## config.mk

```make
export PLATFORM = sky130hd
export DESIGN_NAME = rst_gen
export DESIGN_NICKNAME = d
export VERILOG_FILES = /design/src/rtl/rst_gen.sv
export SDC_FILE = /design/constraint.sdc
export NUM_CORES = 1
export LEC_CHECK = 0
export BUFFER_PORTS_ARGS = -buffer_cell sky130_fd_sc_hd__buf_2
export CORE_AREA = 2 2 39 41
export DETAILED_ROUTE_END_ITERATION = 8
export DIE_AREA = 0 0 41 43
export PLACE_DENSITY = 0.34
export RECOVER_POWER = 25
export SYNTH_ARGS = -nofsm -noshare
export SYNTH_HDL_FRONTEND = slang
export SYNTH_SLANG_ARGS = --single-unit
```

## constraint.sdc

```tcl
create_clock -name clk_i -period 1.65 [get_ports clk_i]
set_clock_uncertainty 0.1 [all_clocks]
set_input_delay 0.2475 -clock clk_i [delete_from_list [all_inputs] [get_ports clk_i]]
set_output_delay 0.2475 -clock clk_i [all_outputs]
set_load 0.05 [all_outputs]
```

## src/rtl/rst_gen.sv

```systemverilog
// Reset generator: holds rst_o high for RST_CYCLES clock edges after configuration
// or after the last edge at which rst_i was sampled high, then releases it synchronously.
module rst_gen #(
    parameter int RST_CYCLES = 16
) (
    input  logic clk_i,
    input  logic rst_i,
    output logic rst_o,
    output logic rst_n_o
);

    localparam int                CNT_W   = $clog2(RST_CYCLES + 1);
    localparam logic [CNT_W-1:0] CNT_MAX = CNT_W'(RST_CYCLES);
    localparam logic [CNT_W-1:0] CNT_ONE = CNT_W'(1);

    generate
        if (RST_CYCLES < 1 || RST_CYCLES > 65535) begin : g_bad_rst_cycles
            $error("rst_gen: RST_CYCLES must be in 1..65535");
        end
    endgenerate

    // Configuration values are the only reset this block has; nothing resets it at run time.
    logic [CNT_W-1:0] cnt   = '0;
    logic             rst_q = 1'b1;

    always_ff @(posedge clk_i) begin
        if (rst_i) begin
            cnt   <= '0;
            rst_q <= 1'b1;
        end else if (cnt < CNT_MAX) begin
            cnt   <= cnt + CNT_ONE;
            // Release on the same edge the count reaches its saturation value.
            rst_q <= ((cnt + CNT_ONE) != CNT_MAX);
        end
    end

    assign rst_o   = rst_q;
    assign rst_n_o = ~rst_q;

endmodule

```

==> summary.md <==
| Metric | Value |
|---|---|
| Synth Warn # | `0` |
| Post-cts hold buffer count | `0` |
| Setup violation total in the final timing report | `0` |
| DRC violations left | `0` |
| Slowest stage cell, crit path | `sky130_fd_sc_hd__dfxtp_1` |
| Number of levels in the clock H-tree | `1` |
| Post-synthesis sequential area ratio | `46.38%` |
| Overall die area | `1763 sq um` |
| Sum of routed wire length over all layers | `440 microns` |
| Average footprint of a synthesized cell | `10.36 sq um` |
| Post-cts sizing count | `0` |
| Synth unique cells | `11` |
| Height of the die | `43 microns` |
| Effective utilization at floorplan | `18.72%` |
| Total GRT Usage | `7.229%` |
| GR Layer Usage met3 | `1.571%` |
| Final nets | `37` |
| Peak-usage layer in the global routing report | `met2` |
| Main synth FF type | `sky130_fd_sc_hd__dfxtp_1` |
| Clock-pin transition on the worst setup and hold timing paths | `0.04 ns` |
| Post-synth top area cell | `sky130_fd_sc_hd__dfxtp_1` |
| First-pass GRT wire length | `793 microns` |
| Gpl congestion | `0.6125` |
| # Post-CTS Setup Buffers | `0` |
| Reported max-cap violation count | `0` |
| Switching share of power | `22.61%` |
| Final period util | `72.56%` |
| Maximum number of pins on one net before global-route repair | `7` |
| Clock sinks | `6` |
| Peak clock frequency supported by timing | `835.2 MHz` |
| Number of vias per cell after detailed routing | `3.894` |
| Cell breakdown of the critical path | `ha_1 > nor2b_1 > xnor2_1 > nor2_1` |
| EDFF count, synth | `0` |
| Average wire per cell in the routed design | `9.362 microns` |
| Hold_ws | `0.1342 ns` |
| Syn Inst Count | `25` |
| Vias in the first global route | `219` |
| Total leakage power | `0.1693 nW` |
| Register share of total power | `51.6%` |
| Largest cells by area after synthesis | `sky130_fd_sc_hd__dfxtp_1 46%, sky130_fd_sc_hd__ha_1 9.7%, sky130_fd_sc_hd__nand4b_4 9.2%` |
| Slowest cell delay on critical path | `0.43 ns` |
| Min-Delay Path Class | `input port to register` |
| Start point of the critical path | `cnt[0]` |
| CTS tree | `built` |
| Unrepaired setup endpoints after global routing | `false` |
| Post-Syn Nets | `29` |
| Slew at the pin closest to its max-slew limit | `0.2445 ns` |
| Clock Latency Late Sink | `0.24 ns` |
| Buffer type at the clock tree root | `sky130_fd_sc_hd__clkbuf_4` |
| 1st-iter DRT viols | `0` |
| Result of the run | `finished, final reports clean` |
| Flop-to-flop setup slack | `0.45 ns` |
| Final hold violation count | `0` |
| Detail Route Antenna Nets | `0` |
| Share of cells above drive strength 1 | `22.58%` |
| Max-Slew Margin vs Limit | `83.68%` |
| Post-synthesis register bit count | `6` |
| Met2 Track Usage GR | `11.25%` |
| Worst setup SP type | `register` |
| Syn-to-layout area delta | `22.22%` |
| Count of pins over their slew limit | `0` |
| Total Negative Setup Slacks | `0 ns` |
| Startpoint of the lowest-slack hold path | `rst_i` |
| Max IR drop VDD | `0.0002729 V` |
| Worst path required time | `1.69 ns` |
| CTS Buf Count | `3` |
| # port buffers | `3` |
| Data arrival time of the critical path | `1.23 ns` |
| Number of vias in the routed layout | `183` |
| Global route total overflow | `0` |
| Top cell types by occurrence after synthesis | `6 x sky130_fd_sc_hd__dfxtp_1, 6 x sky130_fd_sc_hd__nor2_1` |
| Area share of the largest cell type after synthesis | `46.38%` |
| First drt pass iteration count | `1` |
| Number of antenna violations at the first check in global routing | `0` |
| GR Layer Usage met1 | `5.788%` |
| Int Pwr | `0.2437 mW` |
| Die width | `41 microns` |
| Netlist area before placement | `259.0 sq um` |
| Power per standard cell area | `994.8 nW/um^2` |
| Top-Level Pins | `4` |
| Crit Path Class | `register to register` |
| Maximum clock insertion buffer count | `2` |
| Clock power frac | `42.6%` |
| Core outline area | `1384 sq um` |
| Tmin final | `1.197 ns` |
| Combinational cell fraction of total power | `5.8%` |
| Standard-cell row count | `14` |
| Reg2Reg Launch Point | `cnt[0]` |
| Worst Setup End Kind | `register` |
| Async set-reset flop share out of synthesis | `0%` |
| Detailed placer's ending HPWL | `335.6 microns` |
| Final worst setup slack | `0.4527 ns` |
| Sw power | `0.07121 mW` |
| Pre-CTS setup slack | `0.4618 ns` |
| Antenna cell count | `0` |
| Largest fanout on the critical path | `4` |
## area by class of cell
type                       instances  area, sq um
inverter                           2        7.507
tap                               16        20.02
clock buffer                       3        22.52
multi-input combinational         17        131.4
sequential                         6        120.1
timing repair buffer               3        15.01
fill                             159         1067
## cell usage in the layout, fill, tap and decap left out, types with 2 or more instances in the layout
| master | Yosys | routed |
|---|---|---|
| sky130_fd_sc_hd__clkbuf_4 | 0 | 3 |
| sky130_fd_sc_hd__inv_1 | 2 | 2 |
| sky130_fd_sc_hd__nor2b_1 | 2 | 2 |
| sky130_fd_sc_hd__xor2_1 | 2 | 2 |
| sky130_fd_sc_hd__buf_2 | 0 | 3 |
| sky130_fd_sc_hd__ha_1 | 2 | 2 |
| sky130_fd_sc_hd__nor2_1 | 6 | 6 |
| sky130_fd_sc_hd__dfxtp_1 | 6 | 6 |
## power by group through the flow
| stage | clock network (mW) | logic [mW] | registers (mW) |
|---|---|---|---|
| 4_1_cts | 0.144 | 0.0186 | 0.162 |
| 3_3_place_gp | 0 | 0.0164 | 0.165 |
| 6_report | 0.134 | 0.0182 | 0.162 |
| 2_1_floorplan | 0 | 0.0129 | 0.163 |
| 5_1_grt | 0.156 | 0.0212 | 0.163 |
| 3_5_place_dp | 0 | 0.0185 | 0.165 |
## per-stage QoR
| stage | cells | total power, mW | util (%) | instance area (sq um) |
|---|---|---|---|---|
| after floorplan | 25 | 0.1760 | - | 259.0 |
| after global placement | 44 | 0.1810 | 21.25 | 294.0 |
| after detailed placement | 44 | 0.1835 | 21.25 | 294.0 |
| after CTS | 47 | 0.3251 | 22.88 | 316.6 |
| after global routing | 47 | 0.3404 | 22.88 | 316.6 |
| final | 47 | 0.3149 | 22.88 | 316.6 |
## logic make-up (layout without fill, tap and decap cells)
| family | count (synthesis) | after routing | share of synthesized area [%] |
|---|---|---|---|
| simple gates | 9 | 9 | 22.70 |
| compound gates | 2 | 2 | 4.348 |
| fa+ha+maj | 2 | 2 | 9.660 |
| flops | 6 | 6 | 46.38 |
| xor+xnor | 3 | 3 | 10.15 |
| buf+inv | 2 | 8 | 2.900 |
| mux | 1 | 1 | 3.865 |
## registers in the layout (all words and copies together), names as in the netlist
register and count:
cnt 5, rst_o 1
## worst max-delay path, delay by kind of cell, from the launching register on
family        cells  cell delay, ns
xor+xnor          1            0.13
fa+ha+maj         1            0.20
flops             1            0.43
simple gates      2            0.23
## routing by layer
metal | up-vias | part of all wire, %
met4 | 0 | 1.1
met5 | - | 0
met1 | 86 | 35
met3 | 2 | 2.5
li1 | 93 | -
met2 | 2 | 61
## final timing paths
| check | cells past startpoint | to |
|---|---|---|
| hold / removal | 2 | cnt[2] |
| hold reg to reg | 2 | cnt[3] |
| setup reg to reg | 4 | cnt[2] |
| setup / recovery | 4 | cnt[2] |
(Power assumes the default switching activity.)
